`src/rtl/rat_navigator_pkg.sv`:
```
// -----------------------------------------------------------------------------
// rat_navigator_pkg
// Shared definitions for the depth-first maze-solving controller: maze size,
// direction encoding, FSM state enum and the neighbour-step helper.
// No ports (package).
// -----------------------------------------------------------------------------
package rat_navigator_pkg;

    localparam int MAZE_DIM = 16;
    localparam int COORD_W  = $clog2(MAZE_DIM);
    localparam int SP_W     = 9;

    typedef logic [1:0] dir_t;

    localparam dir_t DIR_R = 2'b00;  // X+1
    localparam dir_t DIR_D = 2'b01;  // Y+1
    localparam dir_t DIR_L = 2'b10;  // X-1
    localparam dir_t DIR_U = 2'b11;  // Y-1

    typedef enum logic [2:0] {
        ST_IDLE,
        ST_INIT,
        ST_PROBE,
        ST_MOVE,
        ST_POP,
        ST_REPLAY,
        ST_DONE,
        ST_FAIL
    } state_t;

    // Coordinates widened by one bit: bit COORD_W set means the step left
    // the maze (15+1 or 0-1), so out-of-bounds is detected, never wrapped.
    typedef struct packed {
        logic [COORD_W:0] x;
        logic [COORD_W:0] y;
    } coord_ext_t;

    function automatic coord_ext_t step(input logic [COORD_W-1:0] x,
                                        input logic [COORD_W-1:0] y,
                                        input dir_t               dir);
        coord_ext_t c;
        c.x = {1'b0, x};
        c.y = {1'b0, y};
        case (dir)
            DIR_R:   c.x = c.x + 1'b1;
            DIR_D:   c.y = c.y + 1'b1;
            DIR_L:   c.x = c.x - 1'b1;
            default: c.y = c.y - 1'b1;
        endcase
        return c;
    endfunction

    // R<->L and D<->U differ only in the upper bit.
    function automatic dir_t opposite(input dir_t dir);
        return dir ^ 2'b10;
    endfunction

endpackage

```
`src/rtl/rat_navigator_if.sv`:
```
// -----------------------------------------------------------------------------
// rat_navigator_if
// Groups the maze-memory port (X/Y/RD/WR/Din/Dout) and the path stream
// (move_valid/move_dir) of the navigator.
//   master : navigator side (drives address, strobes, write data, path stream)
//   slave  : memory / consumer side (drives Dout)
// -----------------------------------------------------------------------------
interface rat_navigator_if;
    import rat_navigator_pkg::*;

    logic [COORD_W-1:0] X;
    logic [COORD_W-1:0] Y;
    logic               RD;
    logic               WR;
    logic               Din;
    logic               Dout;
    logic               move_valid;
    dir_t               move_dir;

    modport master (
        output X, Y, RD, WR, Din, move_valid, move_dir,
        input  Dout
    );

    modport slave (
        input  X, Y, RD, WR, Din, move_valid, move_dir,
        output Dout
    );

endinterface

```
`src/rtl/rat_navigator_path_stack.sv`:
```
// -----------------------------------------------------------------------------
// rat_navigator_path_stack
// DEPTH x 2-bit direction stack with push/pop and an independent indexed read
// port used to stream the path bottom-to-top.
//   clk, rst   : clock, asynchronous active-low reset (clears sp only)
//   clear      : synchronous empty (sp <= 0)
//   push, push_dir : write push_dir at sp, sp+1
//   pop        : sp-1
//   top_dir    : entry at sp-1
//   sp         : current stack pointer
//   rd_idx, rd_dir : random-access read of entry rd_idx
// -----------------------------------------------------------------------------
module rat_navigator_path_stack
    import rat_navigator_pkg::*;
#(
    parameter int DEPTH = 256
) (
    input  logic            clk,
    input  logic            rst,
    input  logic            clear,
    input  logic            push,
    input  dir_t            push_dir,
    input  logic            pop,
    output dir_t            top_dir,
    output logic [SP_W-1:0] sp,
    input  logic [SP_W-1:0] rd_idx,
    output dir_t            rd_dir
);

    localparam int IDX_W = $clog2(DEPTH);

    dir_t            mem [DEPTH];
    logic [SP_W-1:0] sp_q;

    // NOTE: sequential state uses non-blocking assignments so every register
    // samples pre-edge values regardless of process order.
    always_ff @(posedge clk or negedge rst) begin
        if (!rst) begin
            sp_q <= '0;
        end else if (clear) begin
            sp_q <= '0;
        end else if (push) begin
            sp_q <= sp_q + SP_W'(1);
        end else if (pop) begin
            sp_q <= sp_q - SP_W'(1);
        end
    end

    // NOTE: the storage array has no reset; entries at or above sp are never
    // read, so clearing them would only cost a reset tree on every bit.
    always_ff @(posedge clk) begin
        if (push) begin
            mem[IDX_W'(sp_q)] <= push_dir;
        end
    end

    assign sp      = sp_q;
    assign top_dir = mem[IDX_W'(sp_q - SP_W'(1))];
    assign rd_dir  = (rd_idx < SP_W'(DEPTH)) ? mem[IDX_W'(rd_idx)] : DIR_R;

    // Every push enters a fresh cell, so a full stack cannot be pushed.
    assert property (@(posedge clk) disable iff (!rst)
                     !(push && (sp_q >= SP_W'(DEPTH))));

endmodule

```
`src/rtl/rat_navigator.sv`:
```
// -----------------------------------------------------------------------------
// rat_navigator
// Depth-first maze solver for a 16x16 one-bit maze memory. On start it walks
// from (0,0) to (GOAL_X,GOAL_Y), marks each entered cell visited (writes 1),
// backtracks on dead ends and then streams the recorded moves, one per cycle.
//   clk, rst   : clock, asynchronous active-low reset
//   start      : one-cycle solve request (honoured in IDLE/DONE/FAIL only)
//   bus        : maze memory port + path stream (master side)
//   busy       : solve or replay in progress
//   done, fail : result flags, held until the next start
//   path_len   : number of moves in the found path
// -----------------------------------------------------------------------------
module rat_navigator
    import rat_navigator_pkg::*;
#(
    parameter int GOAL_X = 15,
    parameter int GOAL_Y = 15,
    parameter int DEPTH  = 256
) (
    input  logic            clk,
    input  logic            rst,
    input  logic            start,
    rat_navigator_if.master bus,
    output logic            busy,
    output logic            done,
    output logic            fail,
    output logic [SP_W-1:0] path_len
);

    localparam bit START_IS_GOAL = (GOAL_X == 0) && (GOAL_Y == 0);

    state_t             state_q, state_d;
    logic [COORD_W-1:0] pos_x_q, pos_y_q;
    logic [COORD_W-1:0] addr_x_q, addr_y_q;
    dir_t               d_q;
    logic [SP_W-1:0]    path_len_q;
    logic [SP_W-1:0]    rep_idx_q;

    coord_ext_t         nb, back;
    logic               nb_oob, nb_free, nb_is_goal;
    logic               idle_like, start_accept, last_replay;
    logic [SP_W-1:0]    sp;
    dir_t               top_dir, rd_dir;

    logic [COORD_W-1:0] x_out, y_out;
    logic               rd_out, wr_out, valid_out;
    dir_t               dir_out;

    // ---------------------------------------------------------------- datapath
    assign nb         = step(pos_x_q, pos_y_q, d_q);
    assign back       = step(pos_x_q, pos_y_q, opposite(top_dir));
    assign nb_oob     = nb.x[COORD_W] | nb.y[COORD_W];
    // Dout is only meaningful while RD=1, i.e. for an in-bounds neighbour.
    assign nb_free    = !nb_oob && !bus.Dout;
    assign nb_is_goal = (nb.x == (COORD_W + 1)'(GOAL_X)) && (nb.y == (COORD_W + 1)'(GOAL_Y));

    assign idle_like    = (state_q == ST_IDLE) || (state_q == ST_DONE) || (state_q == ST_FAIL);
    assign start_accept = idle_like && start;
    assign last_replay  = (path_len_q == '0) || (rep_idx_q == path_len_q - SP_W'(1));

    rat_navigator_path_stack #(.DEPTH(DEPTH)) u_path_stack (
        .clk      (clk),
        .rst      (rst),
        .clear    (start_accept),
        .push     (state_q == ST_MOVE),
        .push_dir (d_q),
        .pop      (state_q == ST_POP),
        .top_dir  (top_dir),
        .sp       (sp),
        .rd_idx   (rep_idx_q),
        .rd_dir   (rd_dir)
    );

    always_ff @(posedge clk or negedge rst) begin
        if (!rst) begin
            pos_x_q    <= '0;
            pos_y_q    <= '0;
            d_q        <= DIR_R;
            path_len_q <= '0;
            rep_idx_q  <= '0;
        end else begin
            case (state_q)
                ST_IDLE, ST_DONE, ST_FAIL: begin
                    if (start) begin
                        pos_x_q    <= '0;
                        pos_y_q    <= '0;
                        d_q        <= DIR_R;
                        path_len_q <= '0;
                        rep_idx_q  <= '0;
                    end
                end
                ST_PROBE: begin
                    // d saturates at 3; POP or FAIL follows and resets it.
                    if (!nb_free && (d_q != DIR_U)) begin
                        d_q <= d_q + 2'd1;
                    end
                end
                ST_MOVE: begin
                    pos_x_q <= nb.x[COORD_W-1:0];
                    pos_y_q <= nb.y[COORD_W-1:0];
                    d_q     <= DIR_R;
                    if (nb_is_goal) begin
                        path_len_q <= sp + SP_W'(1);  // includes this push
                    end
                end
                ST_POP: begin
                    pos_x_q <= back.x[COORD_W-1:0];
                    pos_y_q <= back.y[COORD_W-1:0];
                    d_q     <= DIR_R;
                end
                ST_REPLAY: begin
                    rep_idx_q <= rep_idx_q + SP_W'(1);
                end
                default: ;
            endcase
        end
    end

    // Backtracking retraces a step already taken, so it stays inside the maze.
    assert property (@(posedge clk) disable iff (!rst)
                     (state_q == ST_POP) |-> !(back.x[COORD_W] || back.y[COORD_W]));

    // Last driven address, so X/Y hold their value outside memory cycles.
    always_ff @(posedge clk or negedge rst) begin
        if (!rst) begin
            addr_x_q <= '0;
            addr_y_q <= '0;
        end else begin
            addr_x_q <= x_out;
            addr_y_q <= y_out;
        end
    end

    // ------------------------------------------------------------------- FSM
    always_ff @(posedge clk or negedge rst) begin
        if (!rst) begin
            state_q <= ST_IDLE;
        end else begin
            state_q <= state_d;
        end
    end

    // NOTE: every combinational output is given a default before the case so
    // no path leaves it unassigned and no latch is inferred.
    always_comb begin
        state_d = state_q;
        case (state_q)
            ST_IDLE, ST_DONE, ST_FAIL: begin
                if (start) state_d = ST_INIT;
            end
            ST_INIT: begin
                state_d = START_IS_GOAL ? ST_REPLAY : ST_PROBE;
            end
            ST_PROBE: begin
                if (nb_free) begin
                    state_d = ST_MOVE;
                end else if (d_q == DIR_U) begin
                    state_d = (sp == '0) ? ST_FAIL : ST_POP;
                end
            end
            ST_MOVE: begin
                state_d = nb_is_goal ? ST_REPLAY : ST_PROBE;
            end
            ST_POP: begin
                state_d = ST_PROBE;
            end
            ST_REPLAY: begin
                if (last_replay) state_d = ST_DONE;
            end
            default: state_d = ST_IDLE;
        endcase
    end

    always_comb begin
        x_out     = addr_x_q;
        y_out     = addr_y_q;
        rd_out    = 1'b0;
        wr_out    = 1'b0;
        valid_out = 1'b0;
        dir_out   = DIR_R;
        case (state_q)
            ST_INIT: begin
                wr_out = 1'b1;
                x_out  = pos_x_q;
                y_out  = pos_y_q;
            end
            ST_PROBE: begin
                if (!nb_oob) begin
                    rd_out = 1'b1;
                    x_out  = nb.x[COORD_W-1:0];
                    y_out  = nb.y[COORD_W-1:0];
                end
            end
            ST_MOVE: begin
                wr_out = 1'b1;
                x_out  = nb.x[COORD_W-1:0];
                y_out  = nb.y[COORD_W-1:0];
            end
            ST_REPLAY: begin
                // A zero-length path spends one REPLAY cycle with no valid.
                valid_out = (rep_idx_q < path_len_q);
                dir_out   = valid_out ? rd_dir : DIR_R;
            end
            default: ;
        endcase
    end

    assign bus.X          = x_out;
    assign bus.Y          = y_out;
    assign bus.RD         = rd_out;
    assign bus.WR         = wr_out;
    assign bus.Din        = wr_out;
    assign bus.move_valid = valid_out;
    assign bus.move_dir   = dir_out;

    assign busy     = !idle_like;
    assign done     = (state_q == ST_DONE);
    assign fail     = (state_q == ST_FAIL);
    assign path_len = path_len_q;

endmodule

```
`src/flat_wrapper.sv`:
```
// flat-port wrapper written by rule: the top's interface ports become plain ports
module rat_navigator_flat import rat_navigator_pkg::*;
#(
    parameter int GOAL_X = 15,
    parameter int GOAL_Y = 15,
    parameter int DEPTH  = 256
)
  (clk, rst, start, busy, done, fail, path_len, bus_X, bus_Y, bus_RD, bus_WR, bus_Din, bus_move_valid, bus_move_dir, bus_Dout);
  rat_navigator_if bus_i ();
  input  logic clk;
  input  logic rst;
  input  logic start;
  output logic busy;
  output logic done;
  output logic fail;
  output logic [SP_W-1:0] path_len;
  output wire logic [$bits(bus_i.X)-1:0] bus_X;
  output wire logic [$bits(bus_i.Y)-1:0] bus_Y;
  output wire logic [$bits(bus_i.RD)-1:0] bus_RD;
  output wire logic [$bits(bus_i.WR)-1:0] bus_WR;
  output wire logic [$bits(bus_i.Din)-1:0] bus_Din;
  output wire logic [$bits(bus_i.move_valid)-1:0] bus_move_valid;
  output wire logic [$bits(bus_i.move_dir)-1:0] bus_move_dir;
  input wire logic [$bits(bus_i.Dout)-1:0] bus_Dout;
  assign bus_X = bus_i.X;
  assign bus_Y = bus_i.Y;
  assign bus_RD = bus_i.RD;
  assign bus_WR = bus_i.WR;
  assign bus_Din = bus_i.Din;
  assign bus_move_valid = bus_i.move_valid;
  assign bus_move_dir = bus_i.move_dir;
  assign bus_i.Dout = bus_Dout;
  rat_navigator #(.GOAL_X(GOAL_X), .GOAL_Y(GOAL_Y), .DEPTH(DEPTH)) u_core (.clk(clk), .rst(rst), .start(start), .bus(bus_i), .busy(busy), .done(done), .fail(fail), .path_len(path_len));
endmodule
```
`config.mk`:
```
export PLATFORM = sky130hd
export DESIGN_NAME = rat_navigator_flat
export DESIGN_NICKNAME = d
export VERILOG_FILES = /design/src/rtl/rat_navigator_pkg.sv /design/src/rtl/rat_navigator_if.sv /design/src/rtl/rat_navigator_path_stack.sv /design/src/rtl/rat_navigator.sv /design/src/flat_wrapper.sv
export SDC_FILE = /design/constraint.sdc
export NUM_CORES = 1
export LEC_CHECK = 0
export BUFFER_PORTS_ARGS = -buffer_cell sky130_fd_sc_hd__clkbuf_2
export CAP_MARGIN = 20
export CORE_ASPECT_RATIO = 1.5
export CORE_MARGIN = 5
export CORE_UTILIZATION = 50
export CTS_BUF_LIST = sky130_fd_sc_hd__clkbuf_8
export CTS_CLUSTER_DIAMETER = 60
export DETAILED_ROUTE_END_ITERATION = 6
export GPL_TIMING_DRIVEN = 0
export PLACE_DENSITY = 0.72
export SLEW_MARGIN = 40
export SYNTH_ARGS = -nofsm -noshare
export SYNTH_HDL_FRONTEND = slang
export SYNTH_SLANG_ARGS = --single-unit
```
`constraint.sdc`:
```
create_clock -name clk -period 11.6 [get_ports clk]
set_input_delay 3.48 -clock clk [delete_from_list [all_inputs] [get_ports clk]]
set_output_delay 3.48 -clock clk [all_outputs]
set_load 0.01 [all_outputs]
```
==> impl_metrics.yaml <==
power_and_ir_drop:
  leakage_nw: 10.5
  p_per_area_nw_per_um2: 287
  power.total_w: 0.00937
  peakVddDrop_uv: 147
cells_and_area:
  finalCoreUtilization_pct: 56.5
  layout_commonest_cell: "edfxtp_1"
  drive_gt1_share_pct: 26.1
  layout.nets: 2183
  final_cells: 2998
  final_cell_mix: "edfxtp_1 (512), nor2_1 (297), mux4_2 (276), nand2_1 (171), clkbuf_8 (88)"
  syn_to_final_growth_pct: 11.8
  regArea_um2: 16600
  nFillCells: 4635
  multi_input_area_um2: 11800
sta:
  hold_ws_ps: 506
  setup_viol: 0
  rsz0062_at_grt: "no"
  tightest_slew_ps: 1020
  period_share_pct: 80.3
  relSlewSlack_pct: 32.1
  tns_ps: 0
  slew_violations: 0
  fin_crit_ps: 9310
  finClkSkew_ps: 41.2
  max_clock_freq_mhz: 107
  hold_viol: 0
job:
  timing.max_cap.violations: 0
clock_tree:
  cts_setup_buffers: 0
  clk_pin_slew_ps: 70
  cts_max_level: 3
  cts.sinks: 560
  post_cts_resized: 0
  ctsHoldBuffers: 0
  numCtsBuffers: 84
  root_buffer: "clkbuf_8"
  cts_tree: "yes"
  clk_path_buf_depth: 3
  clock_latency_ps: 710
worst_hold_path:
  worstHoldPathType: "reg -> reg"
routing:
  routed_wirelength_um: 117000
  ant_nets: 0
  drt_iter0_drc: 3894
  vias: 22000
  drt-pass1-iter-count: 6
  viasPerCell: 7.35
  drc_errors: 0
  post_drt_wl_per_cell_um: 39.1
grt:
  antenna_found_initial: 8
  grt_first_pass_wirelength_um: 163000
  first_global_vias: 22000
  grt_max_degree: 66
  grt_overflow: 0
  grtUsageTotal_pct: 36.4
synth:
  synth_cell_types: 86
  async_flop_share_pct: 8.57
  yosys-top-cells-area: "edfxtp_1 (53%), mux4_2 (21%), dfrtp_1 (4.1%)"
  yosysWarnings: 0
  synth-seq-area-share_pct: 56.7
  syn_area_um2: 29200
  synth_top_area_cell: "edfxtp_1"
  synth_edf_count: 512
  yosys_most_used_dff: "edfxtp_1"
  ys_ff_latch: 560
  synth_top_area_share_pct: 52.6
  syn_inst: 2019
  synth_area_per_cell_um2: 14.5
  syn_nets: 2046
die:
  die_area_um2: 63500
  num_rows: 108
  die_h_um: 306
  dieWidth_um: 207
  initial_core_util_pct: 50.5
  ios: 30
  core_area_um2: 57800
critical_path:
  cp-start-kind: "flip-flop"
  crit_type: "reg -> out"
  crit_arrival_ps: 5830
  crit_fanout: 10
  cp.required_ps: 8120
  r2r_slack_ps: 4730
  endpoint_kind: "output port"
placement:
  place_inst: 2840
  place_hpwl_um: 83500
  numPortBuffers: 29
  gp_congestion: 1.05
outcome:
  status: "complete, no violations"
## cells in the mapped netlist, types with 5 or more instances
cell type	instances
a2111oi_0	8
a211oi_1	7
a21o_1	5
a21oi_1	38
a221oi_1	7
a22oi_1	10
a311oi_1	5
a31oi_1	20
a32oi_1	11
and2_1	13
and3_1	14
buf_1	14
buf_2	23
buf_6	13
clkbuf_1	114
dfrtp_1	48
edfxtp_1	512
ha_1	23
inv_1	26
mux2_2	11
mux2i_1	38
mux4_2	276
nand2_1	171
nand2b_1	6
nand3_1	60
nand3b_1	6
nand4_1	15
nor2_1	298
nor2b_1	14
nor3_1	24
nor3b_1	8
nor4_1	5
o21a_1	8
o21ai_0	52
o21ai_1	5
o221ai_1	5
o22ai_1	10
or3_1	6
xnor2_1	17
xor2_1	7
## metrics by stage
stage	worst slack, ps	area [um^2]
final	2290	32700
after global routing	2190	32700
after CTS	2480	32600
after detailed placement	3240	31000
after global placement	-494	30300
after floorplan	2740	29200
## critical path, cell delays in order (launching register included)
cell and delay (ps):
dfrtp_1 360, clkbuf_1 190, buf_2 560, clkbuf_1 750
clkbuf_2 780, mux4_2 440, mux4_2 530, mux4_2 660
mux4_2 540, nor3b_1 160, clkbuf_2 140
## path summary, 6_finish.rpt
check                                                from                  to  cells past startpoint
worst max-delay path                  u_core.rep_idx_q[0]     bus_move_dir[0]                     10
worst min-delay path                   u_core.addr_x_q[0]  u_core.addr_x_q[0]                      2
worst max register to register  u_core.u_path_stack.sp[0]   u_core.pos_x_q[2]                     16
worst min register to register         u_core.addr_x_q[0]  u_core.addr_x_q[0]                      2
max in group asynchronous                             rst       u_core.d_q[0]                      1
min in group asynchronous                             rst   u_core.pos_x_q[3]                      1
## final cells by class
cell class | count | share of cell area, %
inverter | 28 | 0.322
antenna | 5 | 0.0383
multi-input combinational | 1263 | 36.3
sequential | 560 | 50.8
clock buffer | 88 | 3.71
buffer | 168 | 2.58
tap | 770 | 2.95
clock inverter | 65 | 1.36
timing repair buffer | 51 | 2.00
## kinds of logic after synthesis
family	share of synthesized area, %
xor+xnor	0.775
flops	56.7
simple gates	9.80
buf+inv	2.99
fa+ha+maj	0.985
compound gates	5.69
mux	23.0
## power breakdown
| group | internal, W | switching [W] |
|---|---|---|
| sequential | 0.00242 | 0.0000644 |
| clock | 0.000841 | 0.000811 |
| combinational | 0.00168 | 0.00355 |
## registers in the layout, summed over array words and instances, names as in the netlist
signal / count
u_core.u_path_stack.sp: 9
u_core.addr_x_q: 4
u_core.state_q: 3
u_core.pos_x_q: 4
u_core.u_path_stack.mem: 512
u_core.pos_y_q: 4
u_core.addr_y_q: 4
u_core.d_q: 2
u_core.path_len: 9
u_core.rep_idx_q: 9
## routing by layer
metal / track usage [%] / up-vias / share of wire, %
met5: 0 / - / 0.050
met4: 35.8 / 8 / 13
met3: 10.5 / 700 / 13
met2: 58.1 / 2131 / 46
met1: 37.9 / 10900 / 28
li1: - / 8281 / -
(Power assumes the default switching activity.)
